===== config.mk =====
export PLATFORM = sky130hd
export DESIGN_NAME = compute_arbiter
export DESIGN_NICKNAME = d
export VERILOG_FILES = /design/src/rtl/compute_arbiter.sv
export SDC_FILE = /design/constraint.sdc
export NUM_CORES = 1
export LEC_CHECK = 0
export CORE_MARGIN = 10
export CORE_UTILIZATION = 41
export DETAILED_ROUTE_END_ITERATION = 10
export PLACE_DENSITY = 0.88
export SLEW_MARGIN = 0
export SYNTH_ARGS = -nofsm -noshare
export SYNTH_HDL_FRONTEND = slang
export SYNTH_SLANG_ARGS = --single-unit

===== constraint.sdc =====
create_clock -name clk -period 1.91 [get_ports clk]
set_input_delay 0.2865 -clock clk [delete_from_list [all_inputs] [get_ports clk]]
set_output_delay 0.2865 -clock clk [all_outputs]
set_load 0.01 [all_outputs]

===== src/rtl/compute_arbiter.sv =====
// Round-robin arbiter/sequencer sharing one compute unit among NUM_REQ requesters.
// Define ARB_WATCHDOG_EN to add a WAIT-state watchdog that forces release and sets wdog_err.
module compute_arbiter #(
  parameter int NUM_REQ     = 4,
  parameter int OP_W        = 2,
  parameter int WDOG_CYCLES = 64
) (
  input  logic                    clk,
  input  logic                    rst,
  input  logic [NUM_REQ-1:0]      req,
  input  logic [NUM_REQ*OP_W-1:0] req_op,
  output logic [NUM_REQ-1:0]      gnt,
  output logic [1:0]              gnt_idx,
  output logic [NUM_REQ-1:0]      req_done,
  output logic                    cu_request,
  output logic [1:0]              cu_unit_id,
  output logic [OP_W-1:0]         cu_comp_type,
  input  logic                    cu_ready,
  output logic                    busy,
  output logic                    wdog_err
);

  if (NUM_REQ < 2 || NUM_REQ > 4 || WDOG_CYCLES < 2) begin : g_bad_params
    $error("compute_arbiter: NUM_REQ must be 2..4 and WDOG_CYCLES at least 2");
  end

  typedef enum logic [1:0] {
    S_IDLE,
    S_ISSUE,
    S_WAIT,
    S_RELEASE
  } state_t;

  state_t            state;
  state_t            state_next;
  logic [1:0]        last_grant;
  logic              seen_busy;
  logic [1:0]        pick_idx;
  logic              pick_valid;
  logic [1:0]        cand;
  logic              grant_go;
  logic              complete;
  logic              wdog_hit;
  logic [NUM_REQ-1:0] sel_onehot;
  logic [OP_W-1:0]   op_arr [NUM_REQ];

  always_comb begin
    for (int i = 0; i < NUM_REQ; i++) begin
      op_arr[i] = req_op[i*OP_W +: OP_W];
    end
  end

  // Search starts just past the last served requester, so a requester that
  // re-raises right after its done pulse goes behind everyone else pending.
  always_comb begin
    // NOTE: every variable gets a default before any branch, so no path can
    // leave it unassigned and infer a latch.
    pick_valid = 1'b0;
    pick_idx   = '0;
    cand       = '0;
    for (int k = 1; k <= NUM_REQ; k++) begin
      cand = 2'((int'(last_grant) + k) % NUM_REQ);
      if (!pick_valid && req[cand]) begin
        pick_valid = 1'b1;
        pick_idx   = cand;
      end
    end
  end

  assign grant_go = cu_ready && pick_valid;

  // The unit's done output is sticky, so completion is ready returning high
  // after it has been seen low at least once in WAIT.
  assign complete = (state == S_WAIT) && seen_busy && cu_ready;

  always_ff @(posedge clk or posedge rst) begin
    // NOTE: clocked state uses non-blocking assignments so every register
    // samples pre-edge values regardless of statement order.
    if (rst) begin
      state <= S_IDLE;
    end else begin
      state <= state_next;
    end
  end

  always_comb begin
    state_next = state;
    unique case (state)
      S_IDLE:    if (grant_go) state_next = S_ISSUE;
      S_ISSUE:   state_next = S_WAIT;
      S_WAIT:    if (complete || wdog_hit) state_next = S_RELEASE;
      S_RELEASE: state_next = S_IDLE;
    endcase
  end

  always_comb begin
    sel_onehot          = '0;
    sel_onehot[gnt_idx] = 1'b1;
  end

  always_comb begin
    gnt        = '0;
    req_done   = '0;
    cu_request = 1'b0;
    busy       = 1'b0;
    unique case (state)
      S_IDLE: ;
      S_ISSUE: begin
        gnt        = sel_onehot;
        cu_request = 1'b1;
        busy       = 1'b1;
      end
      S_WAIT: begin
        gnt  = sel_onehot;
        busy = 1'b1;
      end
      S_RELEASE: begin
        gnt      = sel_onehot;
        req_done = sel_onehot;
        busy     = 1'b1;
      end
    endcase
  end

  assign cu_unit_id = gnt_idx;

  // Index and comp_type are captured at grant; later req_op changes are ignored.
  always_ff @(posedge clk or posedge rst) begin
    if (rst) begin
      gnt_idx      <= '0;
      cu_comp_type <= '0;
      last_grant   <= 2'(NUM_REQ - 1);
      seen_busy    <= 1'b0;
    end else begin
      if (state == S_IDLE && grant_go) begin
        gnt_idx      <= pick_idx;
        cu_comp_type <= op_arr[pick_idx];
      end
      if (state == S_ISSUE) begin
        seen_busy <= 1'b0;
      end else if (state == S_WAIT && !cu_ready) begin
        seen_busy <= 1'b1;
      end
      if (state == S_RELEASE) begin
        last_grant <= gnt_idx;
      end
    end
  end

`ifdef ARB_WATCHDOG_EN
  localparam int WDOG_W = $clog2(WDOG_CYCLES + 1);

  logic [WDOG_W-1:0] wdog_cnt;

  // Fires on the WDOG_CYCLES-th WAIT cycle that has not completed.
  assign wdog_hit = (state == S_WAIT) && !complete &&
                    (wdog_cnt == WDOG_W'(WDOG_CYCLES - 1));

  always_ff @(posedge clk or posedge rst) begin
    if (rst) begin
      wdog_cnt <= '0;
      wdog_err <= 1'b0;
    end else begin
      if (state == S_ISSUE) begin
        wdog_cnt <= '0;
      end else if (state == S_WAIT) begin
        wdog_cnt <= wdog_cnt + 1'b1;
      end
      if (wdog_hit) begin
        wdog_err <= 1'b1;
      end
    end
  end
`else
  assign wdog_hit = 1'b0;
  assign wdog_err = 1'b0;
`endif

`ifndef SYNTHESIS
  a_gnt_onehot: assert property (@(posedge clk) disable iff (rst) $onehot0(gnt));
  a_done_onehot: assert property (@(posedge clk) disable iff (rst) $onehot0(req_done));
  a_done_in_gnt: assert property (@(posedge clk) disable iff (rst) (req_done & ~gnt) == '0);
  a_issue_single: assert property (@(posedge clk) disable iff (rst) cu_request |=> !cu_request);
`endif

endmodule


## Word-level counts from Yosys, hierarchy flattened

Index checks and enable logic that the tools add are counted.

- Register bits: 9
- Output and inout bits: 17
- Word-level logic and storage cells: 69

- Add/sub/neg operators: 4
- Order comparisons: 7
- Equal/unequal tests: 5
- Mux-type cells: 30
- Bitwise operators: 1
- Reduce and logical (&&, ||, !) cells: 17

Operators by type and width:

| kind | number |
|---|---|
| two-way mux 2 bit | 8 |
| < comparator 2 x 3 -> 1 bit, second input constant | 5 |
| two-way mux 1 bit | 13 |
| logical AND 1 bit | 9 |
| binary-select mux 1 bit (select 2 bit) | 4 |
| two-way mux 4 bit | 2 |
| case mux 2 bit (4 select lines) | 1 |
| adder 2 x 1 -> 2 bit, second input constant | 2 |
| adder 2 bit, second input constant | 2 |
| binary-select mux 2 bit (select 2 bit) | 1 |
| equality test 2 bit, second input constant | 2 |
| zero test 1 bit | 4 |
| != test 2 bit, second input constant | 2 |
| >= comparator 3 bit, second input constant | 1 |
| inverter 2 -> 3 bit | 1 |
| OR reduction 3 bit | 1 |
| demux 1 bit (select 2 bit) | 1 |
| equality test 2 x 1 -> 1 bit, second input constant | 1 |
| >= comparator 2 x 1 -> 1 bit, second input constant | 1 |
| zero test 2 bit | 1 |
| AND reduction 2 bit | 1 |
| nonzero test 2 bit | 1 |

## Longest topological paths before layout

- Word-level depth: 17
- Gate-level depth with buffers: 7
- Gate-level depth less buffers: 6

## Least setup slack after synthesis

Ideal clock, no wire load.

- Path type: register -> register
- Start: reg last_grant[1]
- End: reg cu_comp_type[0]
- Setup time: 132 ps
- Arrival time: 1341 ps
- Slack: 437 ps
- Stages on the path, launching flop included: 6
- Path buffers: 0
- Period minus slack after synthesis: 1473 ps
- Cell sequence: dfstp_2 mux2i_1 o22ai_1 a21oi_4 mux2i_1 o211ai_1

- Longest elaborated chain between the ends: 17
- Elaborated cells on any way between the ends: 32

RTL lines:

| item | line | RTL |
|---|---|---|
| start, declared | 36 | `logic [1:0] last_grant;` |
| start signal, assigned | 132 | `last_grant <= 2'(NUM_REQ - 1);` |
| start signal, assigned | 145 | `last_grant <= gnt_idx;` |
| adder 2 x 1 -> 2 bit | 62 | `cand = 2'((int'(last_grant) + k) % NUM_REQ);` |
| binary-select mux 1 bit (select 2 bit) | 63 | `if (!pick_valid && req[cand]) begin` |
| two-way mux 1 bit (implied by the code) | 63 |  |
| two-way mux 1 bit | 63 |  |
| zero test 1 bit | 63 |  |
| logical AND 1 bit | 63 |  |
| two-way mux 1 bit | 63 |  |
| zero test 1 bit | 63 |  |
| logical AND 1 bit | 63 |  |
| two-way mux 1 bit | 63 |  |
| zero test 1 bit | 63 |  |
| logical AND 1 bit | 63 |  |
| two-way mux 2 bit | 63 |  |
| inverter 2 -> 3 bit (implied by the code) | 137 | `cu_comp_type <= op_arr[pick_idx];` |
| binary-select mux 2 bit (select 2 bit) | 137 |  |
| two-way mux 2 bit (implied by the code) (2 in a row) | 137 |  |
| end signal, assigned | 137 |  |
| end, declared | 17 | `output logic [OP_W-1:0] cu_comp_type,` |

Parallel ways exist; a longest one is shown, timed or not. The select of a mux whose other input is x is not followed.
A chain may end at the register's enable or synchronous reset.

## Worst setup path in the final report

- Start: reg state[0]
- End: out gnt[3]

- Longest elaborated chain between the ends: 3
- Elaborated cells on any way between the ends: 5

RTL lines:

| item | line | RTL |
|---|---|---|
| start, declared | 34 | `state_t state;` |
| start signal, assigned | 82 | `state <= state_next;` |
| equality test 2 bit / equality test 2 x 1 -> 1 bit (equally long branches) | 106 | `unique case (state)` |
| OR reduction 3 bit (no line) (*) | n/a |  |
| two-way mux 4 bit (*) | 106 |  |
| end, declared | 12 | `output logic [NUM_REQ-1:0] gnt,` |

Mark *: on every way between the ends. The rest lies on a longest branch, timed or not.

==> results by group <==
Status
  • Status: finished clean

Worst setup path
  • Crit Path Max Fanout: 4
  • Req. time, crit path: 1.62 ns
  • Critical path, cell by cell: inv_1, ha_2, inv_1, and3_1, dlygate4sd2_1
  • WP data arrival: 1.57 ns
  • R2R Setup Slk: 0.28 ns
  • R2R Path End: cu_comp_type[1]
  • R2r startpoint: last_grant[1]
  • Most common cell on crit path: inv_1
  • Worst Reg-to-Reg Cells: 5
  • Slowest CP cell: dfrtp_1
  • Crit-path max cell delay: 0.43 ns
  • Critical path launch point type: flop
  • CP endpoint kind: primary output
  • Crit path kind: reg -> out

Die
  • Core box area: 1730 um2
  • Total die area: 3930 um2
  • DIE WIDTH: 62.7 um
  • Row count: 15
  • Die Y: 62.7 um
  • IO Count: 32
  • Initial Utilization: 43.3%

Yosys
  • Synth top area cells: dfrtp_1, ha_1, dfstp_2, mux2i_1, inv_1
  • Mean Syn Cell Area: 8.91 um2
  • Ys flop type: dfrtp_1
  • Top cells by count, synth: inv_1, dfrtp_1, nand2_1
  • Leading area contributor after synthesis: dfrtp_1
  • Top-count cell post-synth: inv_1
  • Ys async rst share: 100%
  • Sequential-to-total area share from yosys stat: 30.4%
  • Distinct cells, synth: 34
  • Synthesized Nets: 104
  • Cell count after synthesis: 84
  • #FFs+latches synth: 9
  • Number of flops mapped to enable cells by yosys: 0
  • Synth top area share: 23.4%
  • YS warnings: 0
  • Post-Syn Area: 748 um2

GRT
  • Met2 Use GR: 18.2%
  • Grt ovf: 0
  • Top Usage Layer GRT: met2
  • Largest net degree at the start of global routing: 13
  • Vias in the first global route: 738
  • First-pass GRT wire length: 3440 um
  • Met3 usage: 3.58%
  • Initial antenna violation count: 0
  • Met1 usage: 11.5%
  • Tot GR Track Use: 10.5%

Min path
  • Hold WC Path Type: in -> async

Power and ir drop
  • Logic gate share of total power: 61.0%
  • Leak pwr: 0.544 nW
  • Clock Power Share: 10.4%
  • Worst IR Drop VDD: 940 uV
  • Sequential Power Share: 28.6%
  • Switching Fraction: 42.8%
  • Net Switching: 0.659 mW
  • Pwr Total: 1.54 mW
  • Power Internal: 0.880 mW
  • PwrDens: 1360 nW/um2

Cells and area
  • P&R area growth vs syn: 51.0%
  • Final core utilization: 65.4%
  • # fillers: 152
  • # diodes: 0
  • # nets final: 139
  • Register area: 229 um2
  • Area of the multi-input gates: 475 um2
  • Share of layout cells above drive strength 1: 19.5%

Drt
  • Via Count: 734
  • Avg WL per Cell: 14.5 um
  • Drt via density: 5.13
  • Drt pass-1 iters: 4
  • DR iter-0 viols: 15
  • Residual DRC count: 0
  • ANT nets after route: 0
  • Detailed Route WL: 2080 um

Clocking
  • Total CTS buffers: 3
  • H-Tree Depth: 1
  • Clk root buf: clkbuf_4
  • Worst-Skew Late Latency: 0.27 ns
  • Clock sinks: 9
  • Post-CTS Hold Buffers: 0
  • Clock tree buffer depth: 2
  • CTS tree: done
  • Clk slew on worst S/H paths: 0.07 ns

Placement
  • Routability cong.: 0.744
  • DP Wirelength: 1660 um
  • IO buf count: 30

STA
  • Tmin final: 1.85 ns
  • Final hold slack: 0.261 ns
  • Final Max Tran Viols: 0
  • Final period util: 97.1%
  • Final setup violation count: 0
  • Fin Clk Skew: 0.00595 ns
  • Fmax: 539 MHz
  • RSZ-0062 raised after global routing: yes
  • Final hold viol count: 0

Flow run
  • MaxCap Viol Count: 0
## metrics by stage
| stage | instance area (um2) | cells | setup TNS (ns) | setup slack (ns) |
|---|---|---|---|---|
| floorplan | 748 | 84 | 0 | 0.437 |
| global placement | 1080 | 138 | 0 | 0.0336 |
| detailed placement | 1080 | 138 | -0.0525 | -0.0291 |
| CTS | 1120 | 143 | 0 | 0.0235 |
| global route | 1130 | 143 | -0.0151 | -0.0147 |
| finish | 1130 | 143 | 0 | 0.0561 |
## metal layers
metal | vias to the layer above | routed length [um] | part of all wire, %
li1 | 358 | - | -
met1 | 351 | 848 | 41
met2 | 22 | 1070 | 52
met3 | 3 | 127 | 6.1
met4 | 0 | 28 | 1.3
met5 | - | 0 | 0
## sequential cells by signal, summed over array words and instances (netlist names)
signal and count:
state 2, cu_comp_type 2, last_grant 2, seen_busy 1, cu_unit_id 2
## critical path: cells and delay by family, from the launching register on
| family | cells | cell delay [ns] |
|---|---|---|
| and+or+nand+nor | 1 | 0.17 |
| adders and majority gates | 1 | 0.22 |
| buffers and inverters | 3 | 0.47 |
| DFF | 1 | 0.43 |
## area by class of cell
class | instances | share of cell area [%]
timing repair buffer | 35 | 29.9
sequential | 9 | 20.3
clock buffer | 4 | 2.33
multi-input combinational | 62 | 42.1
inverter | 8 | 2.66
tap | 25 | 2.77
## worst max path at each step
stage / from / end / slack [ns] / depth (start not counted)
finish: state[0] / gnt[3] / 0.06 / 5
global route: state[0] / gnt[3] / -0.01 / 5
CTS: state[1] / req_done[1] / 0.02 / 4
detailed placement: req[3] / cu_comp_type[1] / -0.03 / 6
global placement: req[3] / cu_unit_id[1] / 0.03 / 4
floorplan: last_grant[1] / cu_comp_type[0] / 0.44 / 5
## power groups by stage
stage / Clock, mW / Combinational [mW] / Sequential [mW]
after floorplan: 0 / 0.577 / 0.408
after global placement: 0 / 0.920 / 0.428
after detailed placement: 0 / 0.954 / 0.432
after CTS: 0.162 / 0.948 / 0.437
after global routing: 0.173 / 1.04 / 0.463
final: 0.160 / 0.939 / 0.440
## kinds of logic (layout without fill, tap and decap cells)
| group | count (synthesis) | count (layout) | share of synthesized area (%) |
|---|---|---|---|
| other | 1 | 1 | 0.501 |
| multiplexers | 7 | 7 | 9.70 |
| AND/OR/NAND/NOR | 32 | 32 | 23.6 |
| flip-flops | 9 | 9 | 30.4 |
| buffers and inverters | 13 | 47 | 8.03 |
| adder cells (fa/ha/maj) | 5 | 5 | 8.36 |
| AO/OA/AOI/OAI | 17 | 17 | 19.4 |
## cell usage in the layout (no fill, tap or decap), types with 4 or more instances in the layout
cell type        netlist  layout
nor3_1                 5       5
dfrtp_1                7       6
inv_1                  8       7
dlygate4sd2_1          0       6
buf_4                  3       5
nand2_1                6       6
mux2i_1                5       5
nand3_1                4       4
clkdlybuf4s50_1        0      21
## repair_timing
item                                    in CTS  in global routing
setup buffers                                1                  0
resized for setup                            8                  6
endpoints found under the setup margin       9                  6
Power figures use the tool's default switching activity.
